==> src/rtl/payload_sender.sv <==
// payload_sender: snapshots a sequence count or external word, writes it
// byte-wise into the tx packet BRAM, then pulses start to the transmitter.
module payload_sender #(
  parameter int                ADDR_W        = 10,
  parameter int                PAYLOAD_BYTES = 4,
  parameter logic [ADDR_W-1:0] BASE_ADDR     = 10'h038,
  parameter bit                BIG_ENDIAN    = 1'b1,
  parameter bit                SRC_EXT       = 1'b0,
  parameter int                PERIOD_W      = 21,
  parameter int                PERIOD        = 2**21-1
) (
  input  logic                       clk,
  input  logic                       rst_n,
  input  logic                       clk_en,
  input  logic                       en,
  input  logic                       trig,
  input  logic [8*PAYLOAD_BYTES-1:0] payload_in,
  input  logic                       tx_busy,
  output logic                       bram_wr_en,
  output logic [ADDR_W-1:0]          bram_wr_addr,
  output logic [7:0]                 bram_wr_data,
  output logic                       start,
  output logic                       busy,
  output logic [31:0]                seq,
  output logic                       overrun
);

  localparam int SW = 8*PAYLOAD_BYTES;
  localparam int IW = 5;
  localparam logic [IW-1:0] NBYTES = IW'(PAYLOAD_BYTES);
  localparam logic [PERIOD_W-1:0] TMR_LAST = PERIOD_W'(PERIOD-1);

  typedef enum logic [1:0] {IDLE, WAIT_TX, WRITE, START} state_t;

  state_t              state_q, state_d;
  logic [PERIOD_W-1:0] tmr_q, tmr_d;
  logic [IW-1:0]       idx_q, idx_d;
  logic [SW-1:0]       snap_q, snap_d;
  logic [31:0]         seq_q, seq_d, seq_inc;
  logic                ovr_q, ovr_d;
  logic                wr_en_q, wr_en_d;
  logic [ADDR_W-1:0]   addr_q, addr_d;
  logic [7:0]          data_q, data_d;
  logic                start_q, start_d;
  logic                busy_q, busy_d;
  logic                fire, trg;

  function automatic logic [7:0] pick(
    input logic [SW-1:0] s,
    input logic [IW-1:0] k
  );
    logic [IW-1:0] b;
    logic [SW-1:0] t;
    b = BIG_ENDIAN ? NBYTES - 1'b1 - k : k;
    t = s >> {b, 3'b000};
    return t[7:0];
  endfunction

  always_comb begin
    fire  = 1'b0;
    tmr_d = '0;
    if (en && PERIOD != 0) begin
      fire  = (tmr_q == TMR_LAST);
      tmr_d = fire ? '0 : tmr_q + 1'b1;
    end
  end

  assign seq_inc = seq_q + 32'd1;

  always_comb begin
    state_d = state_q;
    idx_d   = idx_q;
    snap_d  = snap_q;
    seq_d   = seq_q;
    ovr_d   = ovr_q;
    wr_en_d = 1'b0;
    addr_d  = addr_q;
    data_d  = data_q;
    start_d = 1'b0;
    trg     = fire | trig;
    if (trg && state_q != IDLE) ovr_d = 1'b1;
    unique case (state_q)
      IDLE: if (trg) begin
        snap_d  = SRC_EXT ? payload_in : SW'(seq_inc);
        seq_d   = seq_inc;
        state_d = WAIT_TX;
      end
      WAIT_TX: if (!tx_busy) begin
        idx_d   = '0;
        wr_en_d = 1'b1;
        addr_d  = BASE_ADDR;
        data_d  = pick(snap_q, '0);
        state_d = WRITE;
      end
      // alternate strobe-high and strobe-low ticks per byte
      WRITE: begin
        if (wr_en_q) begin
          idx_d = idx_q + 1'b1;
        end else if (idx_q == NBYTES) begin
          start_d = 1'b1;
          state_d = START;
        end else begin
          wr_en_d = 1'b1;
          addr_d  = BASE_ADDR + ADDR_W'(idx_q);
          data_d  = pick(snap_q, idx_q);
        end
      end
      START:   state_d = IDLE;
      default: state_d = IDLE;
    endcase
    busy_d = (state_d != IDLE);
  end

  always_ff @(posedge clk or negedge rst_n) begin
    if (!rst_n) begin
      state_q <= IDLE;
      tmr_q   <= '0;
      idx_q   <= '0;
      snap_q  <= '0;
      seq_q   <= '0;
      ovr_q   <= 1'b0;
      wr_en_q <= 1'b0;
      addr_q  <= '0;
      data_q  <= '0;
      start_q <= 1'b0;
      busy_q  <= 1'b0;
    end else if (clk_en) begin
      state_q <= state_d;
      tmr_q   <= tmr_d;
      idx_q   <= idx_d;
      snap_q  <= snap_d;
      seq_q   <= seq_d;
      ovr_q   <= ovr_d;
      wr_en_q <= wr_en_d;
      addr_q  <= addr_d;
      data_q  <= data_d;
      start_q <= start_d;
      busy_q  <= busy_d;
    end
  end

  assign bram_wr_en   = wr_en_q;
  assign bram_wr_addr = addr_q;
  assign bram_wr_data = data_q;
  assign start        = start_q;
  assign busy         = busy_q;
  assign seq          = seq_q;
  assign overrun      = ovr_q;

endmodule

==> config.mk <==
export PLATFORM = sky130hd
export DESIGN_NAME = payload_sender
export DESIGN_NICKNAME = d
export VERILOG_FILES = /design/src/rtl/payload_sender.sv
export SDC_FILE = /design/constraint.sdc
export NUM_CORES = 1
export LEC_CHECK = 0
export BUFFER_PORTS_ARGS = -buffer_cell sky130_fd_sc_hd__buf_2
export CORE_AREA = 2 2 128 130
export DETAILED_ROUTE_END_ITERATION = 7
export DIE_AREA = 0 0 130 132
export PLACE_DENSITY_LB_ADDON = 0.25
export RECOVER_POWER = 50
export SYNTH_ARGS = -nofsm -noshare
export SYNTH_HDL_FRONTEND = slang
export SYNTH_SLANG_ARGS = --single-unit
export TNS_END_PERCENT = 5
==> constraint.sdc <==
create_clock -name clk -period 3.7 [get_ports clk]
set_clock_uncertainty 0.05 [all_clocks]
set_input_delay 0.555 -clock clk [delete_from_list [all_inputs] [get_ports clk]]
set_output_delay 0.555 -clock clk [all_outputs]
set_load 0.05 [all_outputs]
# Word-level counts from Yosys, hierarchy flattened

Index checks and enable logic that the tools add are counted.

Add/sub/neg operators: 5
Equal/unequal tests: 9
Shift operators: 1
Mux-type cells: 26
Bitwise gates (word level): 1
Reductions and logical operators: 9

Operators with widths:

| cell                  | number |
|---|---|
| $mux 21               | 2 |
| $add 32x1->32 const B | 1 |
| $shr 32x8->8          | 1 |
| $mux 10               | 3 |
| $mux 8                | 3 |
| $add 21x1->21 const B | 1 |
| $eq 21x21->1 const B  | 1 |
| $pmux 10 s2           | 1 |
| $pmux 8 s2            | 1 |
| $mux 5                | 2 |
| $pmux 5 s2            | 1 |
| $mux 2                | 4 |
| $ne 2x2->1 const B    | 4 |
| $pmux 2 s4            | 1 |
| $add 6x5->7 const A   | 1 |
| $mux 1                | 7 |
| $reduce_bool 2->1     | 3 |
| $add 5x1->5 const B   | 1 |
| $eq 5x3->1 const B    | 1 |
| $reduce_and 5->1      | 1 |
| $sub 2x5->5 const A   | 1 |
| $eq 2x2->1 const B    | 2 |
| $reduce_and 4->1      | 1 |
| $reduce_and 3->1      | 1 |
| other kinds (6)       | 6 |

Flip-flop bits (word level): 82
Word-level logic and storage cells: 61

# Depth between registers and ports, before layout

Word-level depth: 6
Gate-level depth with buffers: 10

# Worst setup path before layout

Ideal clock, no wire load.

Path kind: register to register
From: register seq_q[0], in the netlist seq[0]
To: register seq_q[24], in the netlist seq[24]
Setup time: 0.144 ns
Arrival: 1.946 ns
Required time: 3.506 ns
Setup slack: 1.560 ns
Cell stages (with the launch flop): 6
Buffers on the path: 0
Cell sequence: dfrtp_1 -> ha_1 -> nand3_1 -> nor4_2 -> nand4_1 -> xnor2_1

Cells in the longest elaborated chain, start to end: 1

Ends and longest elaborated chain:

| what                     | line | RTL |
|---|---|---|
| start: declaration       | 39   | `logic [31:0] seq_q, seq_d, seq_inc;` |
| start signal: assignment | 132  | `seq_q <= seq_d;` |
| $add 32x1->32            | 68   | `assign seq_inc = seq_q + 32'd1;` |

Every way passes these cells.
A chain may end at the register's enable or synchronous reset.

# Worst setup path after layout

From: register state_q[0]
To: register data_q[0], in the netlist bram_wr_data[0]

Cells in the longest elaborated chain, start to end: 3
Elaborated cells on any way between the ends: 8
Classes of those cells: eq/ne: 5; mux: 1; reduce/logical: 2

Ends and longest elaborated chain:

| what                                                                    | line | RTL |
|---|---|---|
| start: declaration                                                      | 35   | `state_t state_q, state_d;` |
| start signal: assignment                                                | 128  | `state_q <= state_d;` |
| $eq 2x2->1 / $eq 2x1->1 (equally long branches)                         | 82   | `unique case (state_q)` |
| $ne 2x2->1 (no source line) / $reduce_bool 2->1 (equally long branches) | n/a  |  |
| $reduce_and 5->1 (no source line)                                       | n/a  |  |
| end signal: assignment                                                  | 136  | `data_q <= data_d;` |
| end: declaration                                                        | 43   | `logic [7:0] data_q, data_d;` |

Parallel ways exist; a longest one is shown, timed or not.

==> out/metrics.yaml <==
setup_path:
  arrival_ns: 2.66
  end_kind: "flop"
  slowest_stage: "nor4b_2"
  worstSetupPathType: "reg -> reg"
  startpoint_type: "flop"
  critPathMaxFanout: 23
  crit_family: "simple AND/OR/NAND/NOR gates"
  cp.buffers_inverters: 1
  path_cells: "inv_1 -> ha_1 -> nor4b_2 -> a21oi_1 -> o21ai_0"
  slowest_delay_ns: 0.74
  critical_path_required_ns: 3.91
synthesis:
  synthCells: 424
  synth-edff-count: 0
  synth_cell_type_count: 53
  synth_area_mm2: 0.00436
  synth_common_cells: "79 x dfrtp_1, 37 x nand2_1, 29 x nor2_1"
  async_flop_share_pct: 100
  synth_area_leaders: "dfrtp_1 45%, xor2_1 5.2%, xnor2_1 4.4%"
  synth-seq-cells: 79
  synth_top_cell_area_share_pct: 45.4
  ys_warn_count: 0
  synth_top_flop_cell: "dfrtp_1"
  yosys.area.top_type: "dfrtp_1"
  yosysSeqAreaShare_pct: 45.4
  syn_area_per_cell_um2: 10.3
  post-synth-top-count-cell: "dfrtp_1"
clock_network:
  post_cts_resized: 0
  clock-sinks: 79
  cts-root-buf: "clkbuf_16"
  ctsHtreeMaxLevel: 3
  ctsHoldBuffers: 0
  numCtsBuffers: 9
  cts_tree: "yes"
  path_clk_slew_ns: 0.06
  clockBufferDepth: 2
  clk_latency_ns: 0.34
  cts_setup_buffers: 0
timing:
  setup_tns_ns: 0
  finalSetupViolations: 0
  finalCritPeriodShare_pct: 66.2
  worstMarginPinSlew_ns: 2.03
  min_period_ns: 2.45
  slew_viol_final: 80
  grt_setup_unrepaired: "no"
  fmax_mhz: 408
  slew_headroom_pct: -35.0
  final_hold_viol_count: 0
cells_and_area:
  fillCellCount: 1646
  instances_no_fill: 697
  finalNetCount: 526
  area_growth_pct: 17.4
  post-route-util_pct: 32.6
  multiInputGateArea_mm2: 0.00223
  n_antenna_cell: 0
  seq_area_mm2: 0.00198
  drive_gt1_share_pct: 17.3
floorplan:
  die_x_um: 130
  die_area_mm2: 0.0172
  core_area_mm2: 0.0157
  io_pins: 92
  die_h_um: 132
  start_util_pct: 27.7
  num_rows: 46
route:
  drtAntennaViolNets: 0
  drc_errors: 0
  drt-initial-drc-count: 183
  vias_per_cell: 4.73
  first_pass_iters: 4
  drt-wirelength-per-cell_um: 15.2
  vias: 3298
  wl_mm: 10.6
power_and_ir_drop:
  switchingPower_uw: 965
  p_clk_share_pct: 33.9
  switching_share_pct: 36.6
  cellLeakagePower_nw: 2.26
  power_mw: 2.64
  peakVddDrop_v: 0.000340
  power.density_mw_per_mm2: 516
  seqPwrFrac_pct: 40.1
  combinationalPowerShare_pct: 26.0
  intPower_mw: 1.67
global_route:
  gr-max-usage-layer: "met2"
  grt_pass1_wl_mm: 17.6
  met1_usage_pct: 16.8
  grt_use_met2_pct: 20.7
  overflow: 0
  first_global_vias: 3367
  grt_start_max_net_pins: 80
  use_met3_pct: 4.14
  antenna_found_initial: 0
  gr-usage-all-layers_pct: 12.9
place:
  hpwl_mm: 7.37
  place.gp.congestion: 0.811
  dp.cells: 681
  io_buffers: 56
job:
  max_cap_viol_count: 1
status:
  violations: "max-capacitance violations, max-slew violations"
  status: "complete, but fails checks"
hold_path:
  hold_path.class: "reg -> reg"
-- worst register-to-register path, delay by kind of cell, from the launching register on --
kind                       cells  cell delay, ns
AOI/OAI and AO/OA              2            0.35
adders and majority gates      1            0.68
buffers and inverters          1            0.16
DFF                            1            0.38
and+or+nand+nor                1            0.75
-- metrics by stage --
| step | setup slack, ns | instance area, um2 | hold WS, ns |
|---|---|---|---|
| 2_1_floorplan | 1.56 | 4370 | 0.209 |
| 3_3_place_gp | 1.27 | 4850 | 0.405 |
| 3_5_place_dp | 1.20 | 4850 | 0.413 |
| 4_1_cts | 1.18 | 5150 | 0.392 |
| 5_1_grt | 0.986 | 5120 | 0.453 |
| 6_report | 1.25 | 5120 | 0.424 |
-- final timing paths --
| kind | cells after the start | slack (ns) | startpoint | end |
|---|---|---|---|---|
| max | 5 | 1.25 | state_q[0] | bram_wr_data[0] |
| max in group asynchronous | 1 | 1.66 | rst_n | seq[12] |
| max reg2reg | 5 | 1.25 | state_q[0] | bram_wr_data[0] |
| min in group asynchronous | 1 | 0.73 | rst_n | tmr_q[4] |
| min reg2reg | 1 | 0.42 | overrun | overrun |
| min | 1 | 0.42 | overrun | overrun |
-- per-layer routing --
layer | vias to the layer above | part of all wire (%)
met5 | - | 0
met4 | 0 | 1.3
met3 | 10 | 4.8
met2 | 62 | 47
met1 | 1625 | 47
li1 | 1601 | -
-- cell families after synthesis --
kind of cell / after synthesis / synth area share [%]
buffers and inverters: 37 / 3.76
AND/OR/NAND/NOR: 179 / 24.9
other: 1 / 0.0861
AO/OA/AOI/OAI: 58 / 8.04
flip-flops: 79 / 45.4
XOR/XNOR: 48 / 9.65
multiplexers: 10 / 4.74
adder cells (fa/ha/maj): 12 / 3.45
-- final cells by class --
type	instances	area share, %
multi-input cells	310	43.6
flip-flops and latches	79	38.6
repair buffers	60	5.45
well taps	216	5.28
clock buffers	11	4.74
inverters	16	1.17
clock inverters	5	1.12
-- power by group through the flow --
stage	clock network [mW]	registers, mW	logic, mW
2_1_floorplan	0	1.17	0.404
3_3_place_gp	0	1.07	0.694
3_5_place_dp	0	1.07	0.701
4_1_cts	0.923	1.06	0.706
5_1_grt	0.962	1.07	0.762
6_report	0.894	1.06	0.687
-- sequential cells by signal, indices dropped and copies added, names as in the netlist, 2 cells and up --
signal and flops:
idx_q 5, bram_wr_addr 7, bram_wr_data 8, seq 32, state_q 2, tmr_q 21
-- cell usage in the layout, fill, tap and decap left out, types with 3 or more instances in the layout --
cell,Yosys,routed
a21o_1,4,4
inv_1,16,16
nor4_2,8,8
nand4_1,26,26
nor4_4,3,3
clkbuf_16,0,9
buf_4,3,4
ha_1,12,12
buf_2,5,30
o22ai_1,3,3
nor3_1,6,6
xnor2_1,22,22
nor2b_1,10,10
o21bai_1,3,3
nand3_1,28,28
nand3b_1,4,4
xor2_1,26,26
conb_1,1,3
a21oi_1,11,11
clkbuf_1,11,26
nor3_2,3,3
mux4_2,7,7
dfrtp_1,79,79
nor2_1,29,29
o21ai_0,24,24
and3_1,10,10
nand2_1,37,37
(Power assumes the default switching activity.)
